===== src/rtl/frog_game_pkg.sv =====
// Shared types and widths for the frog game-state controller.
package frog_game_pkg;
  typedef enum logic [1:0] {
    PLAY  = 2'd0,
    DYING = 2'd1,
    OVER  = 2'd2
  } state_e;

  localparam int LIVES_W = 3;
  localparam int FRAME_W = 8;
endpackage


===== src/rtl/frog_game_ctrl_frame_hit_latch.sv =====
// Sticky per-frame flag: set by a qualified event, cleared at frame end.
// A set arriving in the same cycle as the clear is dropped.
module frame_hit_latch (
  input  logic i_clk,
  input  logic i_rst,
  input  logic i_set,
  input  logic i_clr,
  output logic o_flag
);
  logic flag_r;

  always_ff @(posedge i_clk) begin
    if (!i_rst) begin
      flag_r <= 1'b0;
    end else if (i_clr) begin
      flag_r <= 1'b0;
    end else if (i_set) begin
      flag_r <= 1'b1;
    end else begin
      flag_r <= flag_r;
    end
  end

  assign o_flag = flag_r;
endmodule


===== src/rtl/frog_game_ctrl.sv =====
// Game-state controller: death, respawn, goal scoring, lives and game-over,
// evaluated once per frame on the animate strobe.
module frog_game_ctrl
  import frog_game_pkg::*;
#(
  parameter int LIVES        = 3,
  parameter int DEATH_FRAMES = 60,
  parameter int FLASH_SHIFT  = 3,
  parameter int GOAL_Y       = 24,
  parameter int SCORE_W      = 8
) (
  input  logic               i_clk,
  input  logic               i_rst,
  input  logic               i_pix_stb,
  input  logic               i_animate,
  input  logic               i_hit,
  input  logic [11:0]        i_frog_y1,
  input  logic               i_restart,
  output logic               o_dead,
  output logic               o_respawn,
  output logic               o_flash,
  output logic [LIVES_W-1:0] o_lives,
  output logic [SCORE_W-1:0] o_score,
  output logic               o_game_over
);
  localparam logic [11:0]        GOAL_Y_V  = 12'(GOAL_Y);
  localparam logic [LIVES_W-1:0] LIVES_V   = LIVES_W'(LIVES);
  localparam logic [FRAME_W-1:0] DEATH_TOP = FRAME_W'(DEATH_FRAMES - 1);
  localparam logic [SCORE_W-1:0] SCORE_MAX = {SCORE_W{1'b1}};

  state_e             state_r, state_s;
  logic [FRAME_W-1:0] frame_cnt_r, frame_cnt_s;
  logic [LIVES_W-1:0] lives_r, lives_s;
  logic [SCORE_W-1:0] score_r, score_s;
  logic               respawn_r, respawn_s;
  logic               dead_r, game_over_r;
  logic               hit_set_s, hit_flag_s;

  // Hazard overlap only counts while the frog is alive and a real pixel is shown.
  assign hit_set_s = i_pix_stb & i_hit & (state_r == PLAY);

  frame_hit_latch u_hit_latch (
    .i_clk  (i_clk),
    .i_rst  (i_rst),
    .i_set  (hit_set_s),
    .i_clr  (i_animate),
    .o_flag (hit_flag_s)
  );

  always_comb begin
    state_s     = state_r;
    frame_cnt_s = frame_cnt_r;
    lives_s     = lives_r;
    score_s     = score_r;
    respawn_s   = 1'b0;
    case (state_r)
      PLAY: begin
        if (!i_animate) begin
          state_s = PLAY;
        end else if (hit_flag_s) begin
          state_s     = DYING;
          frame_cnt_s = DEATH_TOP;
        end else if (i_frog_y1 <= GOAL_Y_V) begin
          score_s   = (score_r == SCORE_MAX) ? score_r : score_r + SCORE_W'(1'b1);
          respawn_s = 1'b1;
        end else begin
          state_s = PLAY;
        end
      end
      DYING: begin
        if (!i_animate) begin
          state_s = DYING;
        end else if (frame_cnt_r != {FRAME_W{1'b0}}) begin
          frame_cnt_s = frame_cnt_r - FRAME_W'(1'b1);
        end else begin
          lives_s = lives_r - LIVES_W'(1'b1);
          if (lives_r == LIVES_W'(1'b1)) begin
            state_s = OVER;
          end else begin
            state_s   = PLAY;
            respawn_s = 1'b1;
          end
        end
      end
      OVER: begin
        if (i_animate && i_restart) begin
          state_s   = PLAY;
          lives_s   = LIVES_V;
          score_s   = {SCORE_W{1'b0}};
          respawn_s = 1'b1;
        end else begin
          state_s = OVER;
        end
      end
      default: begin
        state_s = PLAY;
      end
    endcase
  end

  always_ff @(posedge i_clk) begin
    if (!i_rst) begin
      state_r     <= PLAY;
      frame_cnt_r <= {FRAME_W{1'b0}};
      lives_r     <= LIVES_V;
      score_r     <= {SCORE_W{1'b0}};
      respawn_r   <= 1'b0;
      dead_r      <= 1'b0;
      game_over_r <= 1'b0;
    end else begin
      state_r     <= state_s;
      frame_cnt_r <= frame_cnt_s;
      lives_r     <= lives_s;
      score_r     <= score_s;
      respawn_r   <= respawn_s;
      dead_r      <= (state_s != PLAY);
      game_over_r <= (state_s == OVER);
    end
  end

  assign o_dead      = dead_r;
  assign o_respawn   = respawn_r;
  assign o_flash     = (state_r == DYING) & frame_cnt_r[FLASH_SHIFT];
  assign o_lives     = lives_r;
  assign o_score     = score_r;
  assign o_game_over = game_over_r;
endmodule


===== config.mk =====
export PLATFORM = sky130hd
export DESIGN_NAME = frog_game_ctrl
export DESIGN_NICKNAME = d
export VERILOG_FILES = /design/src/rtl/frog_game_pkg.sv /design/src/rtl/frog_game_ctrl_frame_hit_latch.sv /design/src/rtl/frog_game_ctrl.sv
export SDC_FILE = /design/constraint.sdc
export NUM_CORES = 1
export LEC_CHECK = 0
export CORE_AREA = 8 8 66 68
export DETAILED_ROUTE_END_ITERATION = 6
export DIE_AREA = 0 0 74 76
export MAX_ROUTING_LAYER = met4
export PLACE_DENSITY_LB_ADDON = 0.05
export SLEW_MARGIN = 20
export SYNTH_ARGS = -nofsm -noshare
export SYNTH_HDL_FRONTEND = slang
export SYNTH_SLANG_ARGS = --single-unit

===== constraint.sdc =====
create_clock -name i_clk -period 1.85 [get_ports i_clk]
set_input_delay 0.37 -clock i_clk [delete_from_list [all_inputs] [get_ports i_clk]]
set_output_delay 0.37 -clock i_clk [all_outputs]
set_load 0.01 [all_outputs]

==> flow_summary.json, run 1 <==
{
  "violations": "negative setup slack",
  "crit_fanout": 8,
  "ctsHoldBuffers": 0,
  "seq_area_frac_synth_pct": 36.0,
  "layout_min_cycle_time_ps": 1860,
  "cts_tree": "done",
  "syn_avg_cell_area_um2": 8.92,
  "cp-endpoint": "frame_cnt_r[5]",
  "period_share_pct": 100,
  "grtUsageTotal_pct": 14.1,
  "die_x_um": 74,
  "nFillCells": 337,
  "drc": 0,
  "pwr_density_cell_nw_per_um2": 512,
  "post-synth-top-area-fraction_pct": 36.0,
  "synthFlopType": "dfxtp_1",
  "nNetsFinal": 234,
  "n_antenna_cell": 0,
  "overflow": 0,
  "max_freq_mhz": 539,
  "crit_path_start_kind": "flip-flop",
  "wl_met1_um": 1660,
  "slew-limit-headroom_pct": 71.4,
  "wl_met2_um": 1940,
  "wl_per_cell_um": 14.4,
  "rows": 22,
  "hold_viol": 0,
  "yosys.area.top_type": "dfxtp_1",
  "cp-end-kind": "flip-flop",
  "cpMaxStageDelayCell": "or4_4",
  "crit_path_max_incr_delay_ps": 510,
  "synth_cell_types": 48,
  "antenna_found_initial": 0,
  "via_per_inst": 5.39,
  "cts_inserted_buffers": 3,
  "drive_gt1_share_pct": 20.5,
  "synth_edf_count": 0,
  "cp_top_family": "simple AND/OR/NAND/NOR gates",
  "synth_fp_nets": 179,
  "synthArstFlopShare_pct": 0,
  "tightest_slew_ps": 426,
  "finalClockSkew_ps": 1.28,
  "area_growth_pct": 41.2,
  "path_clk_slew_ps": 150,
  "crit_type": "flip-flop to flip-flop",
  "status": "complete, but fails checks",
  "cap_violations": 0,
  "dieArea_um2": 5620,
  "highest_layer": "met4",
  "synth_common_cells": "dfxtp_1 (25), nand2_1 (14), nand3_1 (11), o21ai_0 (7), or3_1 (7)",
  "yosysWarnings": 0,
  "place.gp.congestion": 0.829,
  "p_leak_nw": 0.779,
  "first_global_vias": 1425,
  "rr_worst_depth": 6,
  "path_buf_inv": 1,
  "min_from": "o_score[6]",
  "grt_pass1_wl_um": 6190,
  "path_depth": 6,
  "cts_max_path_buffers": 2,
  "crit_chain": "inv_2 -> ha_4 -> nor4bb_4 -> a211o_4 -> or4_4 -> a31oi_1",
  "drtIter0Drc": 67,
  "r2r_slack_ps": -6,
  "rr_endpoint": "frame_cnt_r[5]",
  "peakVddDrop_mv": 0.227,
  "synth_seq_cells": 25,
  "ios": 33,
  "dp_slack_ps": -261,
  "dr_total_vias": 1391,
  "htreeDepth": 1,
  "yosysMostFrequentCell": "dfxtp_1",
  "ant_nets": 0,
  "timing.rr.start": "frame_cnt_r[1]",
  "die_y_um": 76,
  "synth_area_um2": 1390,
  "clock_latency_ps": 330,
  "drv_slew": 0,
  "netlist_instances": 156,
  "io_buffer_count": 32,
  "start_util_pct": 40.4,
  "core_um2": 3440,
  "hpwl_um": 2930,
  "finalWorstSetupSlack_ps": -6.08,
  "cp.arrival_ps": 2130,
  "met3_length_um": 112,
  "hold_ws_ps": 510,
  "drt-pass1-iter-count": 4,
  "drt-total-wl_um": 3730,
  "crit_required_ps": 2120,
  "crit_start": "frame_cnt_r[1]",
  "synth.area.top_cells": "dfxtp_1 (36%), ha_1 (4.5%), nand3_1 (4.0%)",
  "cts.sinks": 25,
  "setup_viol": 1,
  "grt_max_degree": 16,
  "rsz0062_at_grt": "yes",
  "min_path_type": "flip-flop to flip-flop",
  "cts_root_buf": "clkbuf_4"
}
-- where the power goes --
group,switching (mW),internal [mW]
registers,0.0147,0.550
clock network,0.181,0.0829
logic,0.0759,0.101
-- worst min path at each step --
stage                                    end  slack [ps]  depth (start not counted)
final                             o_score[6]         510                          2
after global routing              o_score[4]         560                          2
after CTS                         o_score[6]         510                          2
after detailed placement          o_score[6]         480                          2
after global placement            o_score[6]         480                          2
after floorplan           u_hit_latch.o_flag         450                          1
-- what timing repair did --
item | in CTS | in global routing
endpoints found under the setup margin | 3 | 2
resized for setup | 5 | 5
setup buffers | 1 | 1
pin swaps | 2 | 4
-- stage by stage --
stage | setup TNS, ps | instance area [µm²] | power, mW | std cells | utilization (%)
after global placement | -3060 | 1900 | 0.740 | 252 | 55.2
after floorplan | 0 | 1390 | 0.657 | 156 | -
after global routing | -59.5 | 1960 | 1.07 | 258 | 57.1
after CTS | 0 | 1940 | 1.02 | 257 | 56.4
after detailed placement | -3500 | 1900 | 0.745 | 252 | 55.2
final | -6.08 | 1960 | 1.00 | 258 | 57.1
-- cell usage in the layout (no fill, tap or decap), drive strengths merged, types with 4 or more instances in the layout --
cell           Yosys  routed
mux2i              4       4
clkdlybuf4s50      0      31
nor2               6       6
and2               6       6
o211ai             4       4
buf                1      21
o21ai              7       7
nand2b             4       4
a21oi              4       4
nand2             14      14
dfxtp             25      25
a31oi              4       4
or3                8       8
nand4              5       5
nand3             11      11
ha                 5       5
inv                6       6
nor4               4       4
-- routing by layer --
| metal | up-vias | track usage [%] |
|---|---|---|
| li1 | 696 | - |
| met1 | 671 | 16.5 |
| met2 | 22 | 23.2 |
| met3 | 2 | 2.24 |
| met4 | 0 | 5.60 |
| met5 | - | - |
-- flip-flops by register name, indices dropped and copies added (netlist names) --
signal / count
o_respawn: 1
o_score: 8
frame_cnt_r: 8
o_game_over: 1
state_r: 2
o_dead: 1
u_hit_latch.o_flag: 1
o_lives: 3
-- kinds of logic after synthesis --
| family | synth area share, % |
|---|---|
| muxes | 2.88 |
| and+or+nand+nor | 34.4 |
| xor gates and xnor gates | 1.26 |
| DFF | 36.0 |
| buffers and inverters | 2.97 |
| adders and majority gates | 4.50 |
| AOI/OAI and AO/OA | 18.1 |
-- area by class of cell --
class	count	area (µm²)	area share, %
tap	48	60.1	3.06
multi-input combinational	121	866	44.1
clock inverter	1	7.51	0.382
inverter	7	26.3	1.34
clock buffer	3	22.5	1.15
sequential	25	505	25.7
timing repair buffer	53	477	24.3
-- worst min-delay path, stage by stage (launching register included) --
cell	delay (ps)
dfxtp_1	360
nand2_1	60
mux2i_1	60
No activity file was read; power rests on OpenSTA's default activity.
==> run 2, diff against run 1 <==
GPL_ROUTABILITY_DRIVEN = 0   (was default)
==> results of run 2 <==
Final layout, timing and power as in run 1 (identical DEF).
